--- config.mk ---
export PLATFORM = sky130hd
export DESIGN_NAME = eject_collector
export DESIGN_NICKNAME = d
export VERILOG_FILES = /design/src/rtl/eject_collector.sv
export SDC_FILE = /design/constraint.sdc
export NUM_CORES = 2
export LEC_CHECK = 0
export ABC_AREA = 1
export BUFFER_PORTS_ARGS = -buffer_cell sky130_fd_sc_hd__buf_2
export CAP_MARGIN = 20
export CORE_ASPECT_RATIO = 1.25
export CORE_UTILIZATION = 60
export DETAILED_ROUTE_END_ITERATION = 10
export MAX_ROUTING_LAYER = met4
export PLACE_DENSITY = 0.79
export SLEW_MARGIN = 20
export SYNTH_ARGS = -nofsm -noshare
export SYNTH_HDL_FRONTEND = slang
export SYNTH_SLANG_ARGS = --single-unit
--- constraint.sdc ---
create_clock -name clk -period 8.2 [get_ports clk]
set_clock_uncertainty 0.1 [all_clocks]
set_input_delay 1.23 -clock clk [delete_from_list [all_inputs] [get_ports clk]]
set_output_delay 1.23 -clock clk [all_outputs]
set_load 0.01 [all_outputs]
--- src/rtl/eject_collector.sv ---
// Collects router eject words from six ports into per-port queues and delivers one flit per cycle.
// Latency: 2 cycles from presentation to deliv_valid. Backpressure: deliv_ready stalls the output register; full queues drop and pulse drop_pulse.
// Optional EJECT_DROP_COUNT_EN adds a saturating 16-bit drop_count output.

module sync_fifo #(
    parameter int Width = 8,
    parameter int Depth = 4
) (
    input  logic             clk,
    input  logic             rst,
    input  logic             push,
    input  logic [Width-1:0] push_dat,
    input  logic             pop,
    output logic [Width-1:0] pop_dat,
    output logic             empty,
    output logic             full
);
    localparam int AW = $clog2(Depth);

    logic [AW:0]      wr_ptr;
    logic [AW:0]      rd_ptr;
    logic [Width-1:0] mem [Depth];

    always_ff @(posedge clk or negedge rst) begin
        if (!rst) begin
            wr_ptr <= '0;
            rd_ptr <= '0;
        end else begin
            if (push) wr_ptr <= wr_ptr + 1'b1;
            if (pop)  rd_ptr <= rd_ptr + 1'b1;
        end
    end

    always_ff @(posedge clk) begin
        if (push) mem[wr_ptr[AW-1:0]] <= push_dat;
    end

    assign pop_dat = mem[rd_ptr[AW-1:0]];
    assign empty   = (wr_ptr == rd_ptr);
    assign full    = (wr_ptr[AW-1:0] == rd_ptr[AW-1:0]) && (wr_ptr[AW] != rd_ptr[AW]);
endmodule

module eject_collector #(
    parameter int PayloadWidth = 32,
    parameter int lg_numprocs  = 3,
    parameter int QDEPTH       = 4,
    localparam int FW = PayloadWidth + 50,
    localparam int VB = FW - 1,
    localparam int EW = FW + lg_numprocs
) (
    input  logic          clk,
    input  logic          rst,
    input  logic [EW-1:0] eject_xpos,
    input  logic [EW-1:0] eject_ypos,
    input  logic [EW-1:0] eject_zpos,
    input  logic [EW-1:0] eject_xneg,
    input  logic [EW-1:0] eject_yneg,
    input  logic [EW-1:0] eject_zneg,
    output logic [FW-1:0] deliv_flit,
    output logic [2:0]    deliv_port,
    output logic          deliv_valid,
    input  logic          deliv_ready,
`ifdef EJECT_DROP_COUNT_EN
    output logic [15:0]   drop_count,
`endif
    output logic [5:0]    drop_pulse
);
    logic [EW-1:0] eject [6];
    logic [FW-1:0] fifo_dat [6];
    logic [5:0]    empty, full, push, pop, drop;
    logic [2:0]    last_grant, grant;
    logic          load;
    logic [6*lg_numprocs-1:0] unused_children;

    assign eject[0] = eject_xpos;
    assign eject[1] = eject_ypos;
    assign eject[2] = eject_zpos;
    assign eject[3] = eject_xneg;
    assign eject[4] = eject_yneg;
    assign eject[5] = eject_zneg;

    assign unused_children = {eject_zneg[EW-1:FW], eject_yneg[EW-1:FW], eject_xneg[EW-1:FW],
                              eject_zpos[EW-1:FW], eject_ypos[EW-1:FW], eject_xpos[EW-1:FW]};

    for (genvar p = 0; p < 6; p++) begin : g_port
        logic accept;
        // Opcode 2'b11 marks reduction-special words, handled elsewhere.
        assign accept  = eject[p][VB] && (eject[p][PayloadWidth+3:PayloadWidth+2] != 2'b11);
        assign push[p] = accept && (!full[p] || pop[p]);
        assign drop[p] = accept && full[p] && !pop[p];

        sync_fifo #(.Width(FW), .Depth(QDEPTH)) u_fifo (
            .clk      (clk),
            .rst      (rst),
            .push     (push[p]),
            .push_dat (eject[p][FW-1:0]),
            .pop      (pop[p]),
            .pop_dat  (fifo_dat[p]),
            .empty    (empty[p]),
            .full     (full[p])
        );
    end

    always_comb begin : arb
        logic       found;
        logic [3:0] sum;
        logic [2:0] idx;
        found = 1'b0;
        grant = last_grant;
        sum   = '0;
        idx   = '0;
        for (int i = 1; i <= 6; i++) begin
            sum = {1'b0, last_grant} + 4'(i);
            idx = (sum >= 4'd6) ? 3'(sum - 4'd6) : sum[2:0];
            if (!found && !empty[idx]) begin
                found = 1'b1;
                grant = idx;
            end
        end
    end

    assign load = (!deliv_valid || deliv_ready) && (empty != 6'h3f);
    assign pop  = load ? (6'b1 << grant) : 6'b0;

    always_ff @(posedge clk or negedge rst) begin
        if (!rst) begin
            deliv_flit  <= '0;
            deliv_port  <= '0;
            deliv_valid <= 1'b0;
            last_grant  <= 3'd5;
            drop_pulse  <= '0;
        end else begin
            drop_pulse <= drop;
            if (load) begin
                deliv_flit  <= fifo_dat[grant];
                deliv_port  <= grant;
                deliv_valid <= 1'b1;
                last_grant  <= grant;
            end else if (deliv_ready) begin
                deliv_valid <= 1'b0;
            end
        end
    end

`ifdef EJECT_DROP_COUNT_EN
    logic [2:0]  drop_num;
    logic [16:0] cnt_sum;

    always_comb begin
        drop_num = '0;
        for (int i = 0; i < 6; i++) drop_num = drop_num + 3'(drop[i]);
    end

    assign cnt_sum = {1'b0, drop_count} + 17'(drop_num);

    always_ff @(posedge clk or negedge rst) begin
        if (!rst) drop_count <= '0;
        else      drop_count <= cnt_sum[16] ? 16'hFFFF : cnt_sum[15:0];
    end
`endif
endmodule

==> results.env <==
WORST_MIN_DELAY_PATH_CATEGORY='in2async'
CRITICAL_PATH_END_TYPE='flop'
MAXSLEWVIOLCOUNT=0
SYN_TO_FINAL_GROWTH_PCT=13.66
CRITPATHTOPFAMILY='simple AND/OR/NAND/NOR gates'
WORST-PATH-MAX-FANOUT=68
GRT_UTIL_ALL_LAYERS_PCT=35.05
CLOCK.FMAX_GHz=0.1553
CTS.REPAIR_TIMING.SETUP_BUFFER_COUNT=0
WL_MET1_MM=85.01
CTS.ROOT.BUFFER_CELL='clkbuf_16'
ROUTABILITYCONGESTION=0.9536
CTS_MADE_BUFFERS=189
TIMING.CRITICAL_PATH.FROM_TYPE='flop'
NUMBER_OF_SYNTHESIZED_FLOPS_WITH_AN_ENABLE_PIN=1968
DP_HPWL_MM=152.5
CLOCK_TREE.BUFFER_DEPTH=3
FILL_CELLS=9236
DETAIL_ROUTE.VIAS_PER_CELL=6.267
BUFFERS_ADDED_ON_PORTS=586
ROUTE.FINAL.WIRE_LENGTH_MM=246.8
POST_SYNTH_INSTANCE_AREA_SQ_UM=84010
SYNTHESIS.NETS=7112
WORST-PATH-BUF-INV=4
DIE_AREA_SQ_UM=141500
INITIAL_UTILIZATION_PCT=60.45
WORST_EP_REQUIRED_TIME_NS=8.64
YOSYS_WARNINGS=0
DRT_ITER0_DRC=8009
POSTSYNTH.TOPFLOPCELL='edfxtp_1'
CRITICAL_PATH.CELL_CHAIN='inv_1 > ha_1 > inv_1 > nand3_1 > nand3_1 > nand2_1 > nand3_1 > nand3_4 > nor2_8 > nand2_2 > nand2_1 > o21ai_1 > nand2_1 > nand2_8 > inv_6 > nand3_2 > o21ai_2 > nand2_2 > nor2_4 > buf_4'
CRITICAL_PATH_ARRIVAL_NS=6.88
ROUTE.MET2.WL_MM=112.8
DRIVE_ABOVE_1_SHARE_PCT=15.52
CRIT_SLOWEST_CELL='dfstp_2'
FINAL_CRITICAL_PATH_REQUIRED_PERIOD_NS=6.439
CLOCK_SINK_COUNT=2098
GRT_PASS1_WL_MM=346.8
FP.DIEW_MICRONS=336.7
ANTENNA_LEFT=0
ROUTED-VIA-COUNT=57560
ROWS=153
MIN_PERIOD_OVER_PERIOD_PCT=78.53
IOPINCOUNT=605
WL_MET3_MM=30.63
FIRST_GLOBAL_VIAS=53640
GRT_SETUP_UNREPAIRED='no'
RUN_STATUS='completed'
SYN-MEAN-INSTANCE-AREA_SQ_UM=12.81
REMAINING_DRC_ERRORS=0
SYNTHESIZED_NETLIST_CELL_COUNT=6558
FINAL_CORE_UTIL_PCT=68.71
INITIAL_ANTENNA_VIOLATION_COUNT=173
TRITONCTS='done'
POST_CTS_RESIZE_COUNT=0
FINALHOLDVIOLCOUNT=0
CRITICAL_PATH_CLASS='reg2reg'
CTS.REPORTEDPATHS.CLKPINSLEW_NS=0.07
GLOBAL_ROUTE.OVERFLOW_TOTAL=0
WORST_PATH_LARGEST_CELL_DELAY_NS=0.78
FINISH.NET_COUNT=7532
WORST-SLEW-PIN-TRANSITION_NS=1.304
MULTI_INPUT_COMBINATIONAL_CELL_AREA_SQ_UM=19550
PLACEABLECOREAREA_SQ_UM=139000
SYNTH-ASYNC-RESET-RATIO_PCT=6.196
SETUP_TOTAL_NEGATIVE_SLACK_NS=0
MAXCAPVIOLATIONS=0
HIGHEST_LAYER='met4'
INSERTION_DELAY_NS=0.86
YS_SEQ_ELEMENTS=2098
SEQ_AREA_SQ_UM=62390
YS_TYPES=39
MAX_SLEW_MARGIN_PCT=12.15
SETUP_VIOLATIONS=0
ROUTED_WIRE_LENGTH_PER_INSTANCE_MICRONS=26.87
DIE-HEIGHT_MICRONS=420.4
LARGEST_NET_DEGREE_AT_THE_START_OF_GLOBAL_ROUTING=117
DRTPASS1ITERATIONS=6
YS_SEQ_AREA_SHARE_PCT=74.22
CTS_HOLD_BUF=0
CTS-HTREE-LEVELS=4
## placed cells by master, fill, tap and decap left out, drive strengths merged, types with 81 or more instances in the layout
cell    instances
dfrtp         128
clkbuf        229
o21ai         888
o211ai         82
a32o          109
clkinv         81
o221ai         83
o22ai         219
nand3         142
diode         181
nand2        1221
inv           109
nor2          902
nand4          98
edfxtp       1968
buf           665
a21oi         114
## synthesized netlist by cell type (18+ instances only)
library cell,instances,area (sq um)
nand4_1,97,606.8
buf_4,24,180.2
o21ai_1,39,195.2
inv_1,91,341.6
nand3_1,135,675.7
o211ai_1,82,615.6
o221ai_1,33,289.0
a21oi_1,113,565.5
nand2_1,1201,4508
a32o_1,109,1091
o221ai_2,50,750.7
buf_6,22,247.7
o21ai_0,847,4239
ha_1,41,513.0
clkbuf_1,328,1231
xor2_1,19,166.4
buf_2,51,255.2
nand2_2,18,112.6
dfrtp_1,128,3203
o22ai_1,219,1370
edfxtp_1,1968,59100
nor2_1,895,3359
## registers in the layout, summed over array words and instances, names as in the netlist
signal	count
g_port.u_fifo.mem	1968
drop_pulse	6
g_port.u_fifo.rd_ptr	18
deliv_valid	1
deliv_flit	82
g_port.u_fifo.wr_ptr	18
deliv_port	3
last_grant	2
## kinds of logic (layout without fill, tap and decap cells)
group	count (synthesis)	count (layout)	synth area share, %
DFF	2098	2098	74.22
other	0	181	0
xor gates and xnor gates	25	25	0.2606
and+or+nand+nor	2365	2365	11.26
AOI/OAI and AO/OA	1495	1495	10.88
adders and majority gates	41	41	0.6106
buffers and inverters	534	1120	2.767
## stage by stage
stage	instances	setup WS (ns)	instance area (sq um)	hold slack, ns
after floorplan	6558	1.260	84010	0.3616
after global placement	8646	1.864	88520	0.3601
after detailed placement	8646	1.855	88520	0.3620
after CTS	9003	1.805	95010	0.1842
after global routing	9159	1.430	95420	0.2104
final	9185	1.761	95490	0.2050
## cell type report
cell class                      instances  area share [%]
Sequential cell                      2098           65.34
Multi-Input combinational cell       3926           20.48
Clock buffer                          229           5.260
Timing Repair Buffer                  665           4.070
Tap cell                             1860           2.437
Clock inverter                        128           1.538
Antenna cell                          181          0.4743
Inverter                               98          0.4101
## worst reg2reg max path, delay by kind of cell, from the launching register on
kind / cells / cell delay [ns]
compound gates: 2 / 0.37
fa+ha+maj: 1 / 0.49
buf+inv: 4 / 1.67
flops: 1 / 0.78
simple gates: 13 / 2.75
## final timing paths
check	cells after the start	endpoint	slack, ns	start
setup / recovery	20	g_port[1].u_fifo.mem[0][32]	1.76	last_grant[0]
hold reg to reg	2	deliv_port[0]	0.38	deliv_port[0]
min in group clk	2	deliv_port[0]	0.38	deliv_port[0]
setup reg to reg	20	g_port[1].u_fifo.mem[0][32]	1.76	last_grant[0]
max in group asynchronous	3	g_port[4].u_fifo.rd_ptr[0]	5.97	rst
hold / removal	1	deliv_flit[22]	0.20	rst
## routing by layer
metal | vias up | GRT usage, %
met5 | - | -
met4 | 0 | 23.29
met3 | 666 | 9.288
met2 | 3889 | 51.46
met1 | 27930 | 42.97
li1 | 25080 | -
Power is left out: the tool's default activity adds up to more than one toggle a clock period on the data nets, which glitch-free logic cannot reach.
